### src/rtl/mac_array.sv
// Weight-stationary row x col systolic MAC grid: 4-bit signed weights, 2-bit or 4-bit unsigned activations.
// Define MAC_ARRAY_SAT_EN to make each PE accumulation saturate instead of wrap.
module mac_array #(
  parameter int bw      = 2,
  parameter int b_bw    = 4,
  parameter int psum_bw = 32,
  parameter int col     = 2,
  parameter int row     = 2
) (
  input  logic                     clk,
  input  logic                     reset,
  input  logic [row*2*bw-1:0]      in_w,
  input  logic [2:0]               inst_w,
  input  logic [psum_bw*col-1:0]   in_n,
  output logic [psum_bw*col-1:0]   out_s,
  output logic [col-1:0]           valid
);

  localparam int DW = 2 * bw;

  logic [2:0]         inst_skew_q [row];
  logic [2:0]         inst_skew_d [row];

  logic [2:0]         pe_inst_q   [row][col];
  logic [2:0]         pe_inst_d   [row][col];
  logic [DW-1:0]      pe_data_q   [row][col];
  logic [DW-1:0]      pe_data_d   [row][col];
  logic [b_bw-1:0]    w0_q        [row][col];
  logic [b_bw-1:0]    w0_d        [row][col];
  logic [b_bw-1:0]    w1_q        [row][col];
  logic [b_bw-1:0]    w1_d        [row][col];
  logic [1:0]         fill_q      [row][col];
  logic [1:0]         fill_d      [row][col];
  logic [psum_bw-1:0] psum_q      [row][col];
  logic [psum_bw-1:0] psum_d      [row][col];
  logic               exec_q      [row][col];
  logic               exec_d      [row][col];

  logic [2:0]         west_inst_s  [row][col];
  logic [DW-1:0]      west_data_s  [row][col];
  logic [psum_bw-1:0] north_psum_s [row][col];

  function automatic logic pe_full(input logic mode, input logic [1:0] fill);
    logic full;
    if (mode) begin
      full = (fill >= 2'd1);
    end else begin
      full = (fill >= 2'd2);
    end
    return full;
  endfunction

  // Unsigned activation lanes times sign-extended weights; in 4-bit mode the second lane is unused.
  function automatic logic [psum_bw-1:0] mac_fn(input logic mode, input logic [DW-1:0] act,
                                                input logic [b_bw-1:0] w0, input logic [b_bw-1:0] w1);
    logic signed [psum_bw-1:0] a0, a1, sw0, sw1;
    sw0 = {{(psum_bw-b_bw){w0[b_bw-1]}}, w0};
    sw1 = {{(psum_bw-b_bw){w1[b_bw-1]}}, w1};
    if (mode) begin
      a0 = {{(psum_bw-DW){1'b0}}, act};
      a1 = {psum_bw{1'b0}};
    end else begin
      a0 = {{(psum_bw-bw){1'b0}}, act[bw-1:0]};
      a1 = {{(psum_bw-bw){1'b0}}, act[DW-1:bw]};
    end
    return a0 * sw0 + a1 * sw1;
  endfunction

  function automatic logic [psum_bw-1:0] acc_fn(input logic [psum_bw-1:0] a, input logic [psum_bw-1:0] b);
    logic [psum_bw-1:0] res;
`ifdef MAC_ARRAY_SAT_EN
    logic [psum_bw:0] sum;
    sum = {a[psum_bw-1], a} + {b[psum_bw-1], b};
    if (sum[psum_bw] != sum[psum_bw-1]) begin
      res = sum[psum_bw] ? {1'b1, {(psum_bw-1){1'b0}}} : {1'b0, {(psum_bw-1){1'b1}}};
    end else begin
      res = sum[psum_bw-1:0];
    end
`else
    res = a + b;
`endif
    return res;
  endfunction

  // Instruction skew: row r sees inst_w delayed by r+1 cycles.
  always_comb begin
    inst_skew_d[0] = inst_w;
    for (int r = 1; r < row; r++) begin
      inst_skew_d[r] = inst_skew_q[r-1];
    end
  end

  // Neighbour wiring: west-edge inputs and east-moving pairs, north seeds and south-moving psums.
  always_comb begin
    for (int r = 0; r < row; r++) begin
      west_inst_s[r][0] = inst_skew_q[r];
      west_data_s[r][0] = in_w[r*DW +: DW];
      for (int c = 1; c < col; c++) begin
        west_inst_s[r][c] = pe_inst_q[r][c-1];
        west_data_s[r][c] = pe_data_q[r][c-1];
      end
    end
    for (int c = 0; c < col; c++) begin
      north_psum_s[0][c] = in_n[c*psum_bw +: psum_bw];
      for (int r = 1; r < row; r++) begin
        north_psum_s[r][c] = psum_q[r-1][c];
      end
    end
  end

  // Per-PE next state: weight capture on load, accumulate on exec, forward the rest east.
  always_comb begin
    for (int r = 0; r < row; r++) begin
      for (int c = 0; c < col; c++) begin
        pe_inst_d[r][c] = west_inst_s[r][c];
        pe_data_d[r][c] = west_data_s[r][c];
        w0_d[r][c]      = w0_q[r][c];
        w1_d[r][c]      = w1_q[r][c];
        fill_d[r][c]    = fill_q[r][c];
        psum_d[r][c]    = psum_q[r][c];
        exec_d[r][c]    = 1'b0;
        if (west_inst_s[r][c][0]) begin
          if (!pe_full(west_inst_s[r][c][2], fill_q[r][c])) begin
            case (fill_q[r][c])
              2'd0:    w0_d[r][c] = west_data_s[r][c];
              default: w1_d[r][c] = west_data_s[r][c];
            endcase
            fill_d[r][c]    = fill_q[r][c] + 2'd1;
            // A consumed weight must not reach the next column as a load.
            pe_inst_d[r][c] = {west_inst_s[r][c][2], 2'b00};
            pe_data_d[r][c] = {DW{1'b0}};
          end else begin
            pe_inst_d[r][c] = west_inst_s[r][c];
          end
        end else if (west_inst_s[r][c][1]) begin
          psum_d[r][c] = acc_fn(north_psum_s[r][c],
                                mac_fn(west_inst_s[r][c][2], west_data_s[r][c], w0_q[r][c], w1_q[r][c]));
          exec_d[r][c] = 1'b1;
        end else begin
          exec_d[r][c] = 1'b0;
        end
      end
    end
  end

  // State registers.
  always_ff @(posedge clk or negedge reset) begin
    if (!reset) begin
      for (int r = 0; r < row; r++) begin
        inst_skew_q[r] <= 3'b000;
        for (int c = 0; c < col; c++) begin
          pe_inst_q[r][c] <= 3'b000;
          pe_data_q[r][c] <= {DW{1'b0}};
          w0_q[r][c]      <= {b_bw{1'b0}};
          w1_q[r][c]      <= {b_bw{1'b0}};
          fill_q[r][c]    <= 2'd0;
          psum_q[r][c]    <= {psum_bw{1'b0}};
          exec_q[r][c]    <= 1'b0;
        end
      end
    end else begin
      for (int r = 0; r < row; r++) begin
        inst_skew_q[r] <= inst_skew_d[r];
        for (int c = 0; c < col; c++) begin
          pe_inst_q[r][c] <= pe_inst_d[r][c];
          pe_data_q[r][c] <= pe_data_d[r][c];
          w0_q[r][c]      <= w0_d[r][c];
          w1_q[r][c]      <= w1_d[r][c];
          fill_q[r][c]    <= fill_d[r][c];
          psum_q[r][c]    <= psum_d[r][c];
          exec_q[r][c]    <= exec_d[r][c];
        end
      end
    end
  end

  // South edge: bottom-row registers drive the outputs directly.
  always_comb begin
    out_s = {(psum_bw*col){1'b0}};
    valid = {col{1'b0}};
    for (int c = 0; c < col; c++) begin
      out_s[c*psum_bw +: psum_bw] = psum_q[row-1][c];
      valid[c]                    = exec_q[row-1][c];
    end
  end

endmodule

### config.mk
export PLATFORM = sky130hd
export DESIGN_NAME = mac_array
export DESIGN_NICKNAME = d
export VERILOG_FILES = /design/src/rtl/mac_array.sv
export SDC_FILE = /design/constraint.sdc
export NUM_CORES = 1
export LEC_CHECK = 0
export CAP_MARGIN = 20
export CORE_AREA = 2 2 204 226
export CTS_BUF_LIST = sky130_fd_sc_hd__clkbuf_16
export DETAILED_ROUTE_END_ITERATION = 8
export DIE_AREA = 0 0 206 228
export GPL_TIMING_DRIVEN = 0
export PLACE_DENSITY = 0.71
export SLEW_MARGIN = 20
export SYNTH_ARGS = -nofsm -noshare
export SYNTH_HDL_FRONTEND = slang
export SYNTH_SLANG_ARGS = --single-unit
### constraint.sdc
create_clock -name clk -period 5.4 [get_ports clk]
set_input_delay 0.54 -clock clk [delete_from_list [all_inputs] [get_ports clk]]
set_output_delay 0.54 -clock clk [all_outputs]
set_load 0.01 [all_outputs]
==> impl_results.rst, run 1 <==
.. list-table::
   :header-rows: 1

   * - Metric
     - Value
   * - Footprint of the multi-input gates
     - about 0.017 sq mm
   * - Synth Warn #
     - 0
   * - Clock Latency Late Sink
     - around 460 ps
   * - Total number of clock tree sinks
     - 189
   * - Clock transition at the registers of the reported paths
     - 70 ps
   * - Setup Viol. Count Final
     - 0
   * - Worst slew margin relative to its limit
     - 0.464
   * - Avg Cell Area, Syn
     - around 9 sq um
   * - Final routed wire length divided by cell count
     - 16.8 microns
   * - Total vias in the final route
     - 17889
   * - Sequential cell area
     - around 0.0047 sq mm
   * - Buffers plus inverters on the worst setup path
     - 7
   * - Ports
     - ~140
   * - Critical path start-end classification
     - reg -> reg
   * - Placed Cells
     - 3139
   * - Antenna diode count
     - 0
   * - Cell family contributing the most delay on the critical path
     - adder cells
   * - Synth area leaders
     - sky130_fd_sc_hd__ha_1, sky130_fd_sc_hd__dfrtp_1, sky130_fd_sc_hd__fa_1
   * - Filler cells
     - 4054
   * - Share of synthesized flip-flops with an asynchronous set or reset
     - 1.00
   * - Wire length reported by the detailed router
     - around 54 mm
   * - Setup Skew
     - between 10 and 15 ps
   * - Num CTS Buffers
     - 17
   * - Routability-driven placement congestion ratio
     - roughly 0.89
   * - Setup slack at placement
     - -1120 ps
   * - Post-Syn Nets
     - between 3000 and 4000
   * - Count of flip-flops with a built-in enable after synthesis
     - 0
   * - Cell type with the highest aggregate area in the netlist
     - sky130_fd_sc_hd__ha_1
   * - Slowest stage cell on the critical path
     - sky130_fd_sc_hd__fa_1
   * - Sum Neg Setup Slack
     - 0 ps
   * - Share of post-route cells with drive strength above 1
     - 0.0646
   * - Clock tree from TritonCTS
     - built
   * - Final setup margin
     - approximately 160 ps
   * - Row Count
     - 82
   * - Post-synthesis instance area
     - 0.0222 sq mm
   * - DR DRC count
     - 0
   * - Vias in the first global route
     - ~18000
   * - Pin slew with the least headroom to its limit
     - around 800 ps
   * - MaxCap Viol Count
     - 0
   * - Via density
     - around 5.6
   * - Flip-flop and latch count after synthesis
     - between 150 and 200
   * - Detailed placer's ending HPWL
     - 44.5 mm
   * - Slowest stage delay, CP
     - 470 ps
   * - Final #Nets
     - between 3000 and 4000
   * - Run status
     - complete, no violations
   * - Ordered list of cells on the worst path
     - buf_6 > nor2b_4 > and2_1 > ha_1 > inv_1 > fa_1 > inv_1 > fa_1 > inv_1 > fa_1 > inv_1 > fa_1 > ha_2 > o21ai_1 > o21bai_1 > o211ai_1 > buf_4 > a31oi_4 > o211ai_1 > buf_4 > a21oi_2 > xnor2_2 > o21ai_0
   * - Area of the placeable core
     - 0.0449 sq mm
   * - Number of standard cells after synthesis
     - 2407
   * - Maximum buffer depth of the clock tree
     - 2
   * - Distinct cell type count of the synthesized netlist
     - 80
   * - Class of the tightest hold or removal check
     - reg -> reg
   * - Synth-to-Final Area Change
     - 14.7%
   * - Arrival time reported for the critical path endpoint
     - 5560 ps
   * - Nature of the critical path endpoint
     - flop
   * - DRT antenna net count
     - 0
   * - Final min period
     - 5240 ps
   * - Portion of the clock cycle consumed by the worst path in the final layout
     - 0.970
   * - Leading register cell type out of synthesis
     - sky130_fd_sc_hd__dfrtp_1
   * - First-pass GRT wire length
     - roughly 88 mm
   * - Hold Vio Cnt, Final
     - 0
   * - Synth top area share
     - 0.296
   * - Die extent in y
     - between 200 and 250 microns
   * - Area enclosed by the die boundary
     - ~0.047 sq mm
   * - Pin count of the biggest net entering global routing
     - 79
   * - Total GRT Usage
     - 0.231
   * - Required @ worst endpoint
     - 5720 ps
   * - Maximum clock frequency
     - ~190 MHz
   * - Layout Cells excl Fill
     - 3188
   * - Total number of H-tree levels
     - 4
   * - Detailed-router iteration count before antenna repair
     - 6
   * - Number of buffers inserted by port buffering
     - 142
   * - Critical path peak fanout
     - 10
   * - CP Launch Type
     - flop
   * - Count of final max-slew check failures
     - 0
   * - Most common library cell in the layout ignoring fill and taps
     - sky130_fd_sc_hd__ha_1
   * - Effective utilization at floorplan
     - 0.494
   * - Commonest cells after routing, fill and taps aside
     - sky130_fd_sc_hd__ha_1, sky130_fd_sc_hd__nand2_1, sky130_fd_sc_hd__dfrtp_1
   * - Sequential element share of the synthesized area
     - 0.213
   * - Number of DRC violations after detailed-routing iteration 0
     - 807
   * - Aggregate global routing overflow
     - 0
   * - Antenna violations before repair
     - 0
   * - Die X-Extent
     - slightly above 200 microns
   * - Clock root cell
     - sky130_fd_sc_hd__clkbuf_16
-- routing by layer --
layer,global-route usage,part of all wire,wire (microns)
met4,0.0609,0.021,1120
met2,0.437,0.54,28800
met3,0.0246,0.023,1230
met1,0.274,0.42,22300
met5,0,0,0
-- final timing paths --
| path | slack [ps] | start | end | cells past startpoint |
|---|---|---|---|---|
| max reg2reg | 160 | inst_skew_d[2] | north_psum_s[62] | 23 |
| min | 450 | inst_skew_d[2] | inst_skew_q[2] | 0 |
| min reg2reg | 450 | inst_skew_d[2] | inst_skew_q[2] | 0 |
| max in group asynchronous | 3710 | reset | inst_skew_q[2] | 4 |
| max | 160 | inst_skew_d[2] | north_psum_s[62] | 23 |
| min in group asynchronous | 570 | reset | out_s[35] | 2 |
-- registers in the layout, indices dropped and copies added (netlist names) --
| register | count |
|---|---|
| north_psum_s | 64 |
| out_s | 64 |
| w0_q | 16 |
| w1_q | 16 |
| fill_q | 8 |
| pe_data_q | 8 |
| pe_inst_q | 5 |
| inst_skew_d | 3 |
| inst_skew_q | 3 |
| valid | 2 |
-- repair_timing --
item,4_1_cts,5_1_grt
hold buffers,1,0
setup buffers,6,12
gates resized for setup,43,53
pin swaps,5,16
endpoints found under the setup margin,74,45
endpoints found under the hold margin,48,0
-- synthesized netlist by cell type (all sizes together) (6+ instances only) --
| master | instances |
|---|---|
| and2 | 58 |
| mux2 | 35 |
| a21o | 70 |
| o21ai | 164 |
| fa | 88 |
| a211oi | 16 |
| nor3 | 19 |
| nor2 | 100 |
| ha | 525 |
| clkbuf | 72 |
| nand4 | 23 |
| o21a | 19 |
| nor2b | 18 |
| nand2 | 225 |
| xnor2 | 70 |
| inv | 161 |
| o31ai | 16 |
| o311ai | 6 |
| a211o | 9 |
| dfrtp | 189 |
| o211ai | 21 |
| a21boi | 6 |
| a21oi | 158 |
| o21bai | 20 |
| and3 | 29 |
| nand3 | 44 |
| a31oi | 8 |
| or3 | 11 |
| nor4 | 6 |
| nand2b | 97 |
| xor2 | 51 |
-- cells by family after synthesis --
kind of cell	after synthesis	share of synthesized area
simple gates	653	0.146
fa+ha+maj	613	0.375
compound gates	557	0.159
buf+inv	237	0.0401
flops	189	0.213
xor+xnor	121	0.0477
mux	37	0.0187
-- metrics by stage --
stage               hold slack, ps  area, sq um  utilization
global placement               435        24400        0.542
finish                         453        25500        0.567
global route                   468        25500        0.567
detailed placement             435        24400        0.543
floorplan                      244        22200            -
CTS                            451        25200        0.561
-- area by class of cell --
| cell class | count | share of cell area |
|---|---|---|
| Sequential cell | 189 | 0.186 |
| Inverter | 162 | 0.0240 |
| Buffer | 73 | 0.0122 |
| Timing Repair Buffer | 163 | 0.0638 |
| Tap cell | 588 | 0.0289 |
| Clock inverter | 15 | 0.00639 |
| Multi-Input combinational cell | 1981 | 0.662 |
| Clock buffer | 17 | 0.0167 |
Power of run 1 is not shown: default switching activity piles up to over one toggle a cycle in this logic, so the estimate is an artifact.
==> inputs of run 2 (changes only) <==
Settings changed: SETUP_SLACK_MARGIN set to 0.15.
==> run 2 against run 1 <==
  * Design area is 1.8% higher
  * Routed wire length is 0.38% higher
  * Clock skew is 2.8 ps higher
  * Global-route usage is 0.32 points lower
  * Non-clock buffer count is 16 higher
  * Via count is 0.77% higher
  * Critical path depth is 1 lower
  * Worst hold slack worse by 360 ps
  * First-iteration DRC count is 13% lower
  * Die area stayed put
  * Register-to-register slack better by 90 ps
  * Critical endpoint is now north_psum_s[60]
==> impl_results.rst, run 2 (synthesized netlist as in run 1, its figures left out) <==
.. list-table::
   :header-rows: 1

   * - Metric
     - Value
   * - Hold Vio Cnt, Final
     - 0 (unchanged)
   * - Most common library cell in the layout ignoring fill and taps
     - sky130_fd_sc_hd__ha_1
   * - Antenna violations before repair
     - 0 (unchanged)
   * - Final min period
     - 5150 ps (-85.8 ps)
   * - Die extent in y
     - 228 microns (unchanged)
   * - Maximum clock frequency
     - 194 MHz (+1.7%)
   * - Worst slew margin relative to its limit
     - 0.475 (+0.0108)
   * - Critical path start-end classification
     - reg -> reg
   * - Required @ worst endpoint
     - 5750 ps (+30 ps)
   * - Global Route met3 Usage
     - 0.0220 (-0.00257)
   * - Row Count
     - 82 (unchanged)
   * - Routability-driven placement congestion ratio
     - 0.898 (+0.77%)
   * - Setup Skew
     - 13.3 ps (+2.82 ps)
   * - Final #Nets
     - 3293 (+0.49%)
   * - Arrival time reported for the critical path endpoint
     - 5500 ps (-60 ps)
   * - First-pass GRT wire length
     - 87.0 mm (-1.0%)
   * - Unrepaired setup endpoints after global routing
     - yes
   * - Number of buffers inserted by port buffering
     - 142 (unchanged)
   * - Detailed placer's ending HPWL
     - 43.9 mm (-1.3%)
   * - Clock transition at the registers of the reported paths
     - 80 ps (about the same)
   * - Total number of clock tree sinks
     - 189 (unchanged)
   * - Total vias in the final route
     - 18027 (+0.77%)
   * - Num CTS Buffers
     - 17 (unchanged)
   * - Via density
     - 5.63 (+0.33%)
   * - Clock tree from TritonCTS
     - built
   * - Final routed wire length divided by cell count
     - 16.8 microns (about the same)
   * - Setup slack at placement
     - -1010 ps (+112 ps)
   * - Pin count of the biggest net entering global routing
     - 99 (+25%)
   * - Class of the tightest hold or removal check
     - in -> async
   * - Most used routing layer
     - met2
   * - Aggregate global routing overflow
     - 0 (unchanged)
   * - Nature of the critical path endpoint
     - flop
   * - Setup Viol. Count Final
     - 0 (unchanged)
   * - Area enclosed by the die boundary
     - 0.0470 sq mm (unchanged)
   * - Antenna diode count
     - 0 (unchanged)
   * - DRT antenna net count
     - 0 (unchanged)
   * - Critical path peak fanout
     - 6 (-4)
   * - Clock Latency Late Sink
     - 460 ps (about the same)
   * - Area of the placeable core
     - 0.0449 sq mm (unchanged)
   * - Final setup margin
     - 246 ps (+85.8 ps)
   * - Pin slew with the least headroom to its limit
     - 786 ps (-16.2 ps)
   * - Total GRT Usage
     - 0.228 (-0.00316)
   * - Vias in the first global route
     - 18148 (+0.49%)
   * - Number of buffers inserted for hold repair after clock tree synthesis
     - 0 (-1)
   * - R2r startpoint
     - inst_skew_d[2]
   * - Endpoint of the worst register-to-register path
     - north_psum_s[60]
   * - Wire length reported by the detailed router
     - 53.7 mm (+0.38%)
   * - Total number of H-tree levels
     - 4 (unchanged)
   * - MaxCap Viol Count
     - 0 (unchanged)
   * - Share of post-route cells with drive strength above 1
     - 0.0888 (+0.0241)
   * - Ports
     - 143 (unchanged)
   * - Met2 Track Usage GR
     - 0.428 (-0.00902)
   * - Effective utilization at floorplan
     - 0.494 (unchanged)
   * - Detailed-router iteration count before antenna repair
     - 5 (-1)
   * - Number of DRC violations after detailed-routing iteration 0
     - 699 (-13%)
   * - Portion of the clock cycle consumed by the worst path in the final layout
     - 0.954 (-0.0159)
   * - Maximum buffer depth of the clock tree
     - 2 (unchanged)
   * - CP Launch Type
     - flop
   * - Clock root cell
     - sky130_fd_sc_hd__clkbuf_16
   * - Commonest cells after routing, fill and taps aside
     - sky130_fd_sc_hd__ha_1, sky130_fd_sc_hd__nand2_1, sky130_fd_sc_hd__dfrtp_1
   * - Die X-Extent
     - 206 microns (unchanged)
   * - Reg2Reg Depth
     - 22 (-4.3%)
   * - Synth-to-Final Area Change
     - 16.8%
   * - DR DRC count
     - 0 (unchanged)
   * - Met1 Usage GRT
     - 0.268 (-0.00585)
   * - Run status
     - complete, no violations
   * - Count of final max-slew check failures
     - 0 (unchanged)
   * - Setup slack of the most critical reg-to-reg path
     - 250 ps (+90 ps)
==> run 2: per-stage QoR <==
stage / TNS (ps) / util / area (sq um) / hold WS (ps) / std cells
final: 0 / 0.577 / 25900 / 90.5 / 3202
after global routing: 0 / 0.577 / 25900 / 148 / 3202
after CTS: 0 / 0.564 / 25300 / 120 / 3178
after detailed placement: -35260 / 0.543 / 24400 / 465 / 3138
after global placement: -815320 / 0.542 / 24400 / 461 / 3137
after floorplan: 0 / - / 22200 / 244 / 2407
==> run 2: repair_timing <==
action,CTS,global route
setup endpoints to repair,81,49
gates resized for setup,77,101
cloned,0,2
pin swaps,22,62
setup buffers,10,22
==> run 2: layout make-up <==
cell class	instances	area (sq um)
flip-flops and latches	189	4740
fillers	4001	19000
multi-input cells	1981	17200
clock buffers	17	425
repair buffers	177	1710
clock inverters	13	139
plain buffers	75	350
inverters	162	614
well taps	588	736
==> run 2: layer usage <==
layer	vias up	routed length [microns]
li1	8913	-
met3	83	1100
met4	0	1770
met2	245	28400
met5	-	0
met1	8786	22400
==> run 2: worst max-delay path: stages, from the launching register on <==
cell and delay, ps:
sky130_fd_sc_hd__dfrtp_2 450, sky130_fd_sc_hd__buf_8 150, sky130_fd_sc_hd__nor2b_4 140, sky130_fd_sc_hd__and2_4 170, sky130_fd_sc_hd__ha_4 120, sky130_fd_sc_hd__inv_1 40, sky130_fd_sc_hd__fa_1 510, sky130_fd_sc_hd__inv_2 40
sky130_fd_sc_hd__fa_1 480, sky130_fd_sc_hd__inv_1 50, sky130_fd_sc_hd__fa_1 470, sky130_fd_sc_hd__inv_1 40, sky130_fd_sc_hd__fa_1 480, sky130_fd_sc_hd__ha_4 200, sky130_fd_sc_hd__a211oi_2 160, sky130_fd_sc_hd__o21bai_1 130
sky130_fd_sc_hd__o211ai_1 360, sky130_fd_sc_hd__a31oi_2 230, sky130_fd_sc_hd__o211ai_1 210, sky130_fd_sc_hd__buf_4 160, sky130_fd_sc_hd__nand2_2 50, sky130_fd_sc_hd__xor2_1 130, sky130_fd_sc_hd__mux2_2 260
==> run 2: worst max path at each step <==
stage / startpoint / to / slack (ps)
global route: inst_skew_q[2] / out_s[25] / 50
floorplan: inst_skew_q[2] / out_s[31] / 230
detailed placement: in_w[2] / north_psum_s[58] / -1010
CTS: inst_skew_d[2] / north_psum_s[60] / 150
global placement: reset / inst_skew_d[1] / -4200
finish: inst_skew_d[2] / north_psum_s[60] / 250
Power of run 2 is left out for the same reason.
